[config.mk]
export PLATFORM = sky130hd
export DESIGN_NAME = adder_pipe
export DESIGN_NICKNAME = d
export VERILOG_FILES = /design/src/rtl/adder_pipe.sv
export SDC_FILE = /design/constraint.sdc
export NUM_CORES = 1
export LEC_CHECK = 0
export CAP_MARGIN = 0
export CELL_PAD_IN_SITES_DETAIL_PLACEMENT = 0
export CELL_PAD_IN_SITES_GLOBAL_PLACEMENT = 1
export CORE_AREA = 2 2 65 67
export CTS_BUF_LIST = sky130_fd_sc_hd__clkbuf_4
export CTS_CLUSTER_DIAMETER = 50
export CTS_CLUSTER_SIZE = 40
export DETAILED_ROUTE_END_ITERATION = 8
export DIE_AREA = 0 0 67 69
export HOLD_SLACK_MARGIN = 0.15
export PLACE_DENSITY_LB_ADDON = 0.1
export SLEW_MARGIN = 20
export SYNTH_ARGS = -nofsm -noshare
export SYNTH_HDL_FRONTEND = slang
export SYNTH_SLANG_ARGS = --single-unit
export TNS_END_PERCENT = 100
[constraint.sdc]
create_clock -name clk -period 5.8 [get_ports clk]
set_clock_uncertainty 0.2 [all_clocks]
set_input_delay 0.87 -clock clk [delete_from_list [all_inputs] [get_ports clk]]
set_output_delay 0.87 -clock clk [all_outputs]
set_load 0.005 [all_outputs]
[src/rtl/adder_pipe.sv]
// rtl/adder_pipe.sv - pipelined chunked adder/subtractor with valid/ready flow control
//
// Purpose:
//   Adds (or subtracts) two WIDTH-bit operands CHUNK bits per pipeline stage.
//   Operands are captured in an input register on the accepting edge; stage k
//   then adds slice k using the carry registered by stage k-1. Upper operand
//   slices not yet added ride along in skew registers and finished lower sum
//   slices ride along in deskew registers, so a whole result leaves the last
//   stage at once. Latency is STAGES cycles after acceptance. A single global
//   stall (in_ready low) freezes every stage, bubbles included.
//
// Parameters:
//   WIDTH  operand width in bits (>= 1)
//   CHUNK  bits added per stage; WIDTH must be a multiple of CHUNK
//
// Ports:
//   clk        clock, rising edge
//   rst_n      asynchronous active-low reset
//   in_valid   operand set present
//   in_ready   block can accept an operand set this cycle
//   a, b       operands (unsigned or two's complement)
//   cin        carry-in, used only for addition
//   sub        0: a+b+cin   1: a-b
//   out_valid  result present
//   out_ready  consumer accepts the result this cycle
//   sum        WIDTH+1 bit result, sum[WIDTH] is the final carry-out
//   ovf        signed overflow of the WIDTH-bit result

module adder_pipe #(
  parameter int WIDTH = 8,
  parameter int CHUNK = 4
) (
  input  logic             clk,
  input  logic             rst_n,
  input  logic             in_valid,
  output logic             in_ready,
  input  logic [WIDTH-1:0] a,
  input  logic [WIDTH-1:0] b,
  input  logic             cin,
  input  logic             sub,
  output logic             out_valid,
  input  logic             out_ready,
  output logic [WIDTH:0]   sum,
  output logic             ovf
);

  localparam int STAGES = WIDTH / CHUNK;

  logic             out_valid_q;
  logic [WIDTH:0]   sum_q;
  logic             ovf_q;

  // Results produced by the last stage's combinational adder.
  logic             last_v;
  logic [WIDTH:0]   res_d;
  logic             ovf_d;

  // One enable for the whole pipe: nothing moves while the output is blocked.
  logic adv;
  assign in_ready = !out_valid_q || out_ready;
  assign adv      = in_ready;

  // ---------------------------------------------------------------------------
  // Input register. Subtraction is folded in here (invert b, force carry-in 1)
  // so every stage downstream is a plain adder.
  // ---------------------------------------------------------------------------
  logic [WIDTH-1:0] b_eff_d;
  logic             c0_d;
  logic             in_v_q;
  logic [WIDTH-1:0] in_a_q;
  logic [WIDTH-1:0] in_b_q;
  logic             in_c_q;

  assign b_eff_d = sub ? ~b : b;
  assign c0_d    = sub ? 1'b1 : cin;

  always_ff @(posedge clk or negedge rst_n) begin
    if (!rst_n) begin
      in_v_q <= 1'b0;
    end else if (adv) begin
      in_v_q <= in_valid;
    end
  end

  always_ff @(posedge clk) begin
    if (adv) begin
      in_a_q <= a;
      in_b_q <= b_eff_d;
      in_c_q <= c0_d;
    end
  end

  // ---------------------------------------------------------------------------
  // Adder stages. Stage k reads its sources from the register bank behind it
  // (input register for k=0) and writes the bank in front of it. Register
  // widths shrink/grow per stage: RW operand bits still to add, PW sum bits done.
  // ---------------------------------------------------------------------------
  for (genvar k = 0; k < STAGES; k++) begin : g_st
    logic [CHUNK-1:0] x_a;
    logic [CHUNK-1:0] x_b;
    logic             x_c;
    logic             x_v;
    logic [CHUNK:0]   add;

    if (k == 0) begin : g_src
      assign x_a = in_a_q[CHUNK-1:0];
      assign x_b = in_b_q[CHUNK-1:0];
      assign x_c = in_c_q;
      assign x_v = in_v_q;
    end else begin : g_src
      assign x_a = g_st[k-1].g_fwd.ra_q[CHUNK-1:0];
      assign x_b = g_st[k-1].g_fwd.rb_q[CHUNK-1:0];
      assign x_c = g_st[k-1].g_fwd.c_q;
      assign x_v = g_st[k-1].g_fwd.v_q;
    end

    assign add = {1'b0, x_a} + {1'b0, x_b} + {{CHUNK{1'b0}}, x_c};

    if (k < STAGES - 1) begin : g_fwd
      localparam int RW = WIDTH - (k + 1) * CHUNK;
      localparam int PW = (k + 1) * CHUNK;

      logic          v_q;
      logic          c_q;
      logic [RW-1:0] ra_q;
      logic [RW-1:0] rb_q;
      logic [PW-1:0] ps_q;
      logic [RW-1:0] ra_d;
      logic [RW-1:0] rb_d;
      logic [PW-1:0] ps_d;

      if (k == 0) begin : g_up
        assign ra_d = in_a_q[WIDTH-1:CHUNK];
        assign rb_d = in_b_q[WIDTH-1:CHUNK];
        assign ps_d = add[CHUNK-1:0];
      end else begin : g_up
        // Drop the slice just consumed; append the new sum slice on top.
        assign ra_d = g_st[k-1].g_fwd.ra_q[RW+CHUNK-1:CHUNK];
        assign rb_d = g_st[k-1].g_fwd.rb_q[RW+CHUNK-1:CHUNK];
        assign ps_d = {add[CHUNK-1:0], g_st[k-1].g_fwd.ps_q};
      end

      always_ff @(posedge clk or negedge rst_n) begin
        if (!rst_n) begin
          v_q <= 1'b0;
        end else if (adv) begin
          v_q <= x_v;
        end
      end

      // Datapath contents are only meaningful alongside v_q, so no reset.
      always_ff @(posedge clk) begin
        if (adv) begin
          c_q  <= add[CHUNK];
          ra_q <= ra_d;
          rb_q <= rb_d;
          ps_q <= ps_d;
        end
      end
    end else begin : g_out
      // Carry into the MSB recovered from the MSB sum bit and its two inputs.
      logic cmsb;
      assign cmsb   = add[CHUNK-1] ^ x_a[CHUNK-1] ^ x_b[CHUNK-1];
      assign last_v = x_v;
      assign ovf_d  = cmsb ^ add[CHUNK];

      if (k == 0) begin : g_join
        assign res_d = add;
      end else begin : g_join
        assign res_d = {add, g_st[k-1].g_fwd.ps_q};
      end
    end
  end

  // ---------------------------------------------------------------------------
  // Output register. sum/ovf only load on a real transaction so a bubble never
  // disturbs the last presented result.
  // ---------------------------------------------------------------------------
  always_ff @(posedge clk or negedge rst_n) begin
    if (!rst_n) begin
      out_valid_q <= 1'b0;
      sum_q       <= '0;
      ovf_q       <= 1'b0;
    end else if (adv) begin
      out_valid_q <= last_v;
      if (last_v) begin
        sum_q <= res_d;
        ovf_q <= ovf_d;
      end
    end
  end

  assign out_valid = out_valid_q;
  assign sum       = sum_q;
  assign ovf       = ovf_q;

endmodule

Word level (Yosys, flattened, before mapping)
Cells that the tools add are included.
{"block": "totals", "inputBits": 22, "ff_bits": 43}
{"block": "op_classes", "n_bitwise": 4, "n_reduce_logical": 3, "muxes": 1, "n_addsub": 4}
{"cell": "$add A4 B4 Y5", "count": 2}
{"cell": "$add A5 B1 Y5", "count": 2}
{"cell": "$mux W8", "count": 1}
{"cell": "$not A8 Y8", "count": 1}
{"cell": "$xor A1 B1 Y1", "count": 3}
{"cell": "$reduce_and A2 Y1", "count": 1}
{"cell": "$logic_not A1 Y1", "count": 1}
{"cell": "$logic_or A1 B1 Y1", "count": 1}

Depth between registers and ports, before layout
Gate-level depths: netlist of run 1.
{"block": "depth", "depth_word": 5, "mapped_depth": 8, "ltp_nobuf": 8}

Least setup slack after synthesis of run 1
No wires, ideal clock.
{"block": "synth_timing", "kind": "input port to flip-flop", "start": "input out_ready", "end": "register sum_q[4], in the netlist sum[4]", "n_path_buf": 1, "path_slack_ns": 2.920, "t_required_ns": 5.475, "stages": 4, "t_arrival_ns": 2.555, "path_cell_list": "nand2b_1 nand2_1 buf_2 mux2_2"}
{"block": "synth_between", "elab_chain_len": 2}
{"item": "start: declaration", "line": "42", "text": "input logic out_ready,"}
{"item": "$logic_or A1 B1 Y1", "line": "60", "text": "assign in_ready = !out_valid_q || out_ready;"}
{"item": "$reduce_and A2 Y1 (no source line)"}
{"item": "end signal: assignment", "line": "187", "text": "sum_q <= res_d;"}
{"item": "end: declaration", "line": "50", "text": "logic [WIDTH:0] sum_q;"}
Every way passes these cells.
A chain may end at the register's enable or synchronous reset.

Worst setup path in the final report of run 1
{"block": "layout_timing", "start": "input out_ready", "end": "output in_ready"}
{"block": "layout_between", "elab_chain_len": 1}
{"item": "$logic_or A1 B1 Y1", "line": "60"}
{"item": "end: declaration", "line": "36", "text": "output logic in_ready,"}
Every way passes these cells.

==> qor.yml, run 1 <==
yosys:
  synthCells: 106
  synth.distinct_cells: 20
  synth-seq-cells: 43
  synth_most_common_cell: "edfxtp_1"
  synth_edf_count: 30
  ys_top_cells_by_count: "edfxtp_1, dfrtp_1, xor2_1"
  syn_nets: 138
  ys_async_sr_fraction_pct: 30.23
  syn_area_um2: 1764
  synth_top_cell_by_area: "edfxtp_1"
  synth_area_per_cell_um2: 16.64
  synth_flop_cell: "edfxtp_1"
  synth_top_area_share_pct: 51.06
  synth_warnings: 0
  ys_top_cells_by_area: "edfxtp_1, dfrtp_1, mux2_2, fa_1, xor2_1"
  synth-seq-area-share_pct: 69.50
power_and_ir_drop:
  vdd_drop_max_mv: 0.1807
  p_total_mw: 0.9170
  p_leak_nw: 0.8963
  powerDensity_nw_per_um2: 411.0
sta:
  rsz0062_at_grt: "no"
  maxSlewViolCount: 0
  tightestPinTransition_ns: 0.5510
  timing.final.hold_violations: 0
  finalSetupViolations: 0
  tns_ns: 0
  min_period_over_period_pct: 59.20
  slew_headroom_pct: 63.15
  layout_min_cycle_time_ns: 3.434
  clock.fmax_mhz: 291.2
clock_tree:
  clockBufferDepth: 2
  postCtsSetupBuffers: 0
  path_clk_slew_ns: 0.12
  post_cts_resize_count: 0
  cts_tree: "built"
  clock_sinks: 43
  holdBufCountCts: 0
  cts_buffers: 5
  clk_latency_ns: 0.34
  root_buffer: "clkbuf_4"
  clock_tree.htree_level_count: 2
layout:
  fin_nets: 177
  fin_util_pct: 57.00
  area_delta_synth_final_pct: 26.45
  fin_cells: 196
  n_antenna_cell: 0
  drive_gt1_share_pct: 12.33
grt:
  antenna_found_initial: 0
  grt_overflow_total: 0
  grt_max_degree: 36
  grt_pass1_wl_um: 4050
  grt_usage_pct: 11.83
  grt_pass1_vias: 924
routing:
  vias_per_cell: 4.536
  num_vias: 889
  postRouteAntennaNets: 0
  drcViolationCount: 0
  drt_iter0_drc: 40
  drt-wirelength-per-cell_um: 11.05
  dr.pass1.iters: 2
  drt-total-wl_um: 2166
worst_setup_path:
  crit_path_start_kind: "primary input"
  cp_max_fo: 35
  worstSetupPathType: "in -> out"
  end_kind: "primary output"
  crit_arrival_ns: 2.36
  crit_required_ns: 4.73
floorplanning:
  die_h_um: 69
  rows: 23
  die-area_um2: 4623
  fp.coreArea_um2: 3914
  io_pins: 34
  start_util_pct: 45.08
  die_width_um: 67
place:
  port_buffers: 33
  gp_congestion: 0.6358
  place_inst: 188
  dpl.hpwl_um: 1575
min_path:
  min_path_type: "reg -> reg"
job:
  drv_cap: 0
run_status:
  status: "finished clean"
per-layer routing:
metal | track usage, % | vias up | part of all wire [%]
li1 | - | 446 | -
met1 | 14.66 | 407 | 44
met2 | 17.49 | 31 | 46
met3 | 5.383 | 5 | 7.4
met4 | 5.442 | 0 | 2.4
met5 | 0 | - | 0
power breakdown:
part	internal [mW]	leakage, nW	switching [mW]
sequential	0.429	0.454	0.0339
combinational	0.171	0.399	0.105
clock	0.0887	0.0426	0.0891
total	0.689	0.896	0.228
cell families after synthesis:
logic type	Yosys count	share of synthesized area [%]
and+or+nand+nor	12	3.547
buffers and inverters	9	2.057
DFF	43	69.50
AOI/OAI and AO/OA	10	3.262
muxes	8	5.107
adders and majority gates	10	8.794
xor gates and xnor gates	14	7.730
stage by stage:
stage               cell area [µm²]  setup slack (ns)  hold slack (ns)
floorplan                      1764             2.920           0.2003
global placement               2155             2.369           0.2011
detailed placement             2155             2.347           0.2062
CTS                            2231             2.343           0.2360
global route                   2231             2.262           0.2454
finish                         2231             2.366           0.2321
state kept, by name, summed over array words and instances (netlist names), 4 cells and up:
register,flops
g_st.g_fwd.ps_q,4
g_st.g_fwd.ra_q,4
g_st.g_fwd.rb_q,4
in_a_q,8
in_b_q,8
sum,9
path summary, 6_finish.rpt:
kind / cells past startpoint / slack (ns) / start / endpoint
worst min register to register: 0 / 0.23 / in_a_q[6] / g_st[0].g_fwd.ra_q[2]
worst min-delay path: 0 / 0.23 / in_a_q[6] / g_st[0].g_fwd.ra_q[2]
max in group asynchronous: 1 / 4.37 / rst_n / sum[3]
min in group asynchronous: 1 / 0.67 / rst_n / g_st[0].x_v
worst max-delay path: 4 / 2.37 / out_ready / in_ready
worst max register to register: 6 / 3.60 / g_st[0].g_fwd.c_q / ovf
worst max-delay path, stage by stage:
cell and delay, ns:
clkdlybuf4s50_1 0.44, nand2b_1 0.09, buf_4 0.37, clkdlybuf4s50_1 0.58
cells in the final DEF, fill, tap and decap left out:
cell and instances:
clkbuf_4 5, clkdlybuf4s50_1 33, bufinv_16 1, xnor2_1 4
nor2_2 1, clkinv_1 1, inv_1 7, buf_4 1
nand2_1 5, or2_2 1, edfxtp_1 30, a21o_1 2
ha_1 6, o21ai_1 1, dfrtp_1 13, xnor3_1 1
a21oi_1 2, clkinv_2 1, mux2_2 8, fa_1 4
o21a_1 1, nand2b_1 3, nor2b_1 2, xor2_1 9
o21ai_0 4
area by class of cell:
cell class                      count  area [µm²]
Fill cell                         338        1683
Sequential cell                    43        1226
Multi-Input combinational cell     54       501.7
Timing Repair Buffer               34       337.8
Tap cell                           50       62.56
Clock inverter                      3       38.79
Clock buffer                        5       37.54
Inverter                            7       26.28
Note: power is estimated with default switching activity, not from simulation.
==> run 2: changes to the inputs <==
Settings changed: CORE_AREA 2 2 65 67 to 2 2 67 69, DIE_AREA 0 0 67 69 to 0 0 69 71.
Clock period 5.8 ns to 3.6 ns, I/O delays scaled along.
==> run 2 against run 1 <==
Critical path depth fell by 1. Wire length barely moved. First-iteration DRC count fell by 70%. Critical path type unchanged. Critical endpoint unchanged. Highest routed layer unchanged.
==> qor.yml, run 2 (same netlist as run 1, synthesis figures left out) <==
worst_setup_path:
  end_kind: "primary output"
  r2r-start: "g_st[0].g_fwd.c_q"
  r2r_slack_ns: 1.42  # -2.18 ns
  crit_required_ns: 2.86  # -1.87 ns
  r2r_cells: 8  # +2
  worstSetupPathType: "in -> out"
  r2r-end: "ovf"
  crit_path_start_kind: "primary input"
  crit_arrival_ns: 1.61  # -0.75 ns
  cp_max_fo: 2  # -94%
sta:
  tightestPinTransition_ns: 0.5536  # +0.002523 ns
  rsz0062_at_grt: "no"
  hold_slack_ns: 0.2332  # +0.001106 ns
  timing.final.hold_violations: 0  # unchanged
  min_period_over_period_pct: 65.38
  maxSlewViolCount: 0  # unchanged
  clock.fmax_mhz: 424.9
  layout_min_cycle_time_ns: 2.354
  tns_ns: 0  # unchanged
  finalSetupViolations: 0  # unchanged
  slew_headroom_pct: 62.98  # -0.17 points
floorplanning:
  start_util_pct: 41.96  # -3.1 points
  fp.coreArea_um2: 4204  # +7.4%
  die_width_um: 69  # +3.0%
  rows: 24  # +4.3%
  io_pins: 34  # unchanged
  die-area_um2: 4899  # +6.0%
  die_h_um: 71  # +2.9%
power_and_ir_drop:
  p_leak_nw: 0.9095  # +1.5%
  p_sw_mw: 0.3649  # +60%
  powerDensity_nw_per_um2: 688.0  # +67%
  power.share.combinational_pct: 28.2  # -1.9 points
  p_int_mw: 1.192  # +73%
  seqPwrFrac_pct: 48.1  # -2.4 points
  vdd_drop_max_mv: 0.2309  # +28%
  clockPowerShare_pct: 23.7  # +4.3 points
  switching_share_pct: 23.45  # -1.4 points
clock_tree:
  clock_sinks: 43  # unchanged
  clk_latency_ns: 0.33  # about the same
  cts_buffers: 5  # unchanged
  cts_tree: "built"
  postCtsSetupBuffers: 0  # unchanged
  root_buffer: "clkbuf_4"
  clockBufferDepth: 2  # unchanged
  post_cts_resize_count: 0  # unchanged
  holdBufCountCts: 0  # unchanged
  clock_tree.htree_level_count: 2  # unchanged
  path_clk_slew_ns: 0.12  # about the same
run_status:
  status: "finished clean"
place:
  dpl.hpwl_um: 1620  # +2.9%
  port_buffers: 33  # unchanged
  gp_congestion: 0.6714  # +5.6%
  placed_cell_area_um2: 2157  # +0.12%
routing:
  drcViolationCount: 0  # unchanged
  drt_iter0_drc: 12  # -70%
  postRouteAntennaNets: 0  # unchanged
  drt-total-wl_um: 2168  # about the same
  dr.pass1.iters: 4  # +2
  vias_per_cell: 4.444  # -2.0%
  num_vias: 880  # -1.0%
  drt-wirelength-per-cell_um: 10.95  # -0.92%
job:
  drv_cap: 0  # unchanged
layout:
  n_antenna_cell: 0  # unchanged
  final_common_cell: "clkdlybuf4s50_1"
  final_cell_mix: "clkdlybuf4s50_1, edfxtp_1, dfrtp_1"
  drive_gt1_share_pct: 13.01  # +0.68 points
  design_area_um2: 2262  # +1.4%
  largest_reg_flops: 9  # unchanged
  fin_nets: 177  # unchanged
  fin_util_pct: 53.81  # -3.2 points
  area_delta_synth_final_pct: 28.23
min_path:
  hold_depth: 0  # unchanged
  hold_end: "g_st[0].g_fwd.ra_q[3]"
  hp-start: "in_a_q[7]"
  min_path_type: "reg -> reg"
grt:
  grt_pass1_vias: 878  # -5.0%
  grt_usage_pct: 10.06  # -1.8 points
  antenna_found_initial: 0  # unchanged
  grt_max_degree: 35  # -2.8%
  grt_overflow_total: 0  # unchanged
  grt_pass1_wl_um: 3857  # -4.8%
run 2: cell count changes in the layout (fill, tap and decap cells not counted):
cell / change
clkinv_1: -1
clkinv_2: -1
bufinv_16: +1
clkbuf_4: +1
run 2: metal layers:
layer  track usage, %  vias to the layer above  part of all wire (%)
met5                0                        -                     0
met4            4.575                        0                   1.3
met3            3.989                        4                   7.7
met2            16.35                       33                    46
met1            11.84                      398                    45
li1                 -                      445                     -
run 2: power groups by stage:
stage	clock network (mW)	logic, mW	registers, mW
2_1_floorplan	0	0.252	0.759
3_3_place_gp	0	0.443	0.757
3_5_place_dp	0	0.447	0.765
4_1_cts	0.386	0.450	0.753
5_1_grt	0.402	0.489	0.771
6_report	0.369	0.439	0.749
run 2: worst max path at each step:
stage                          from        to  slack [ns]  depth (start not counted)
after CTS                 out_ready  in_ready        1.23                          3
after floorplan           out_ready    sum[4]        1.05                          4
after global placement    out_ready    sum[7]        1.06                          5
final                     out_ready  in_ready        1.25                          3
after detailed placement  out_ready    sum[7]        1.01                          5
after global routing      out_ready  in_ready        1.19                          3
run 2: cell type report:
cell class | instances | area, µm²
clock buffers | 6 | 45.04
flip-flops and latches | 43 | 1226
repair buffers | 34 | 337.8
clock inverters | 2 | 60.06
well taps | 52 | 65.06
multi-input cells | 54 | 501.7
inverters | 7 | 26.28
fillers | 360 | 1942
run 2: worst max-delay path, cell delays in order:
cell and delay [ns]:
clkdlybuf4s50_1 0.45, nand2b_1 0.12, clkdlybuf4s50_1 0.51
run 2: through the flow:
step / power, mW / cells / setup WS, ns
2_1_floorplan: 1.011 / 106 / 1.050
3_3_place_gp: 1.199 / 190 / 1.061
3_5_place_dp: 1.212 / 190 / 1.007
4_1_cts: 1.588 / 198 / 1.231
5_1_grt: 1.662 / 198 / 1.188
6_report: 1.556 / 198 / 1.246
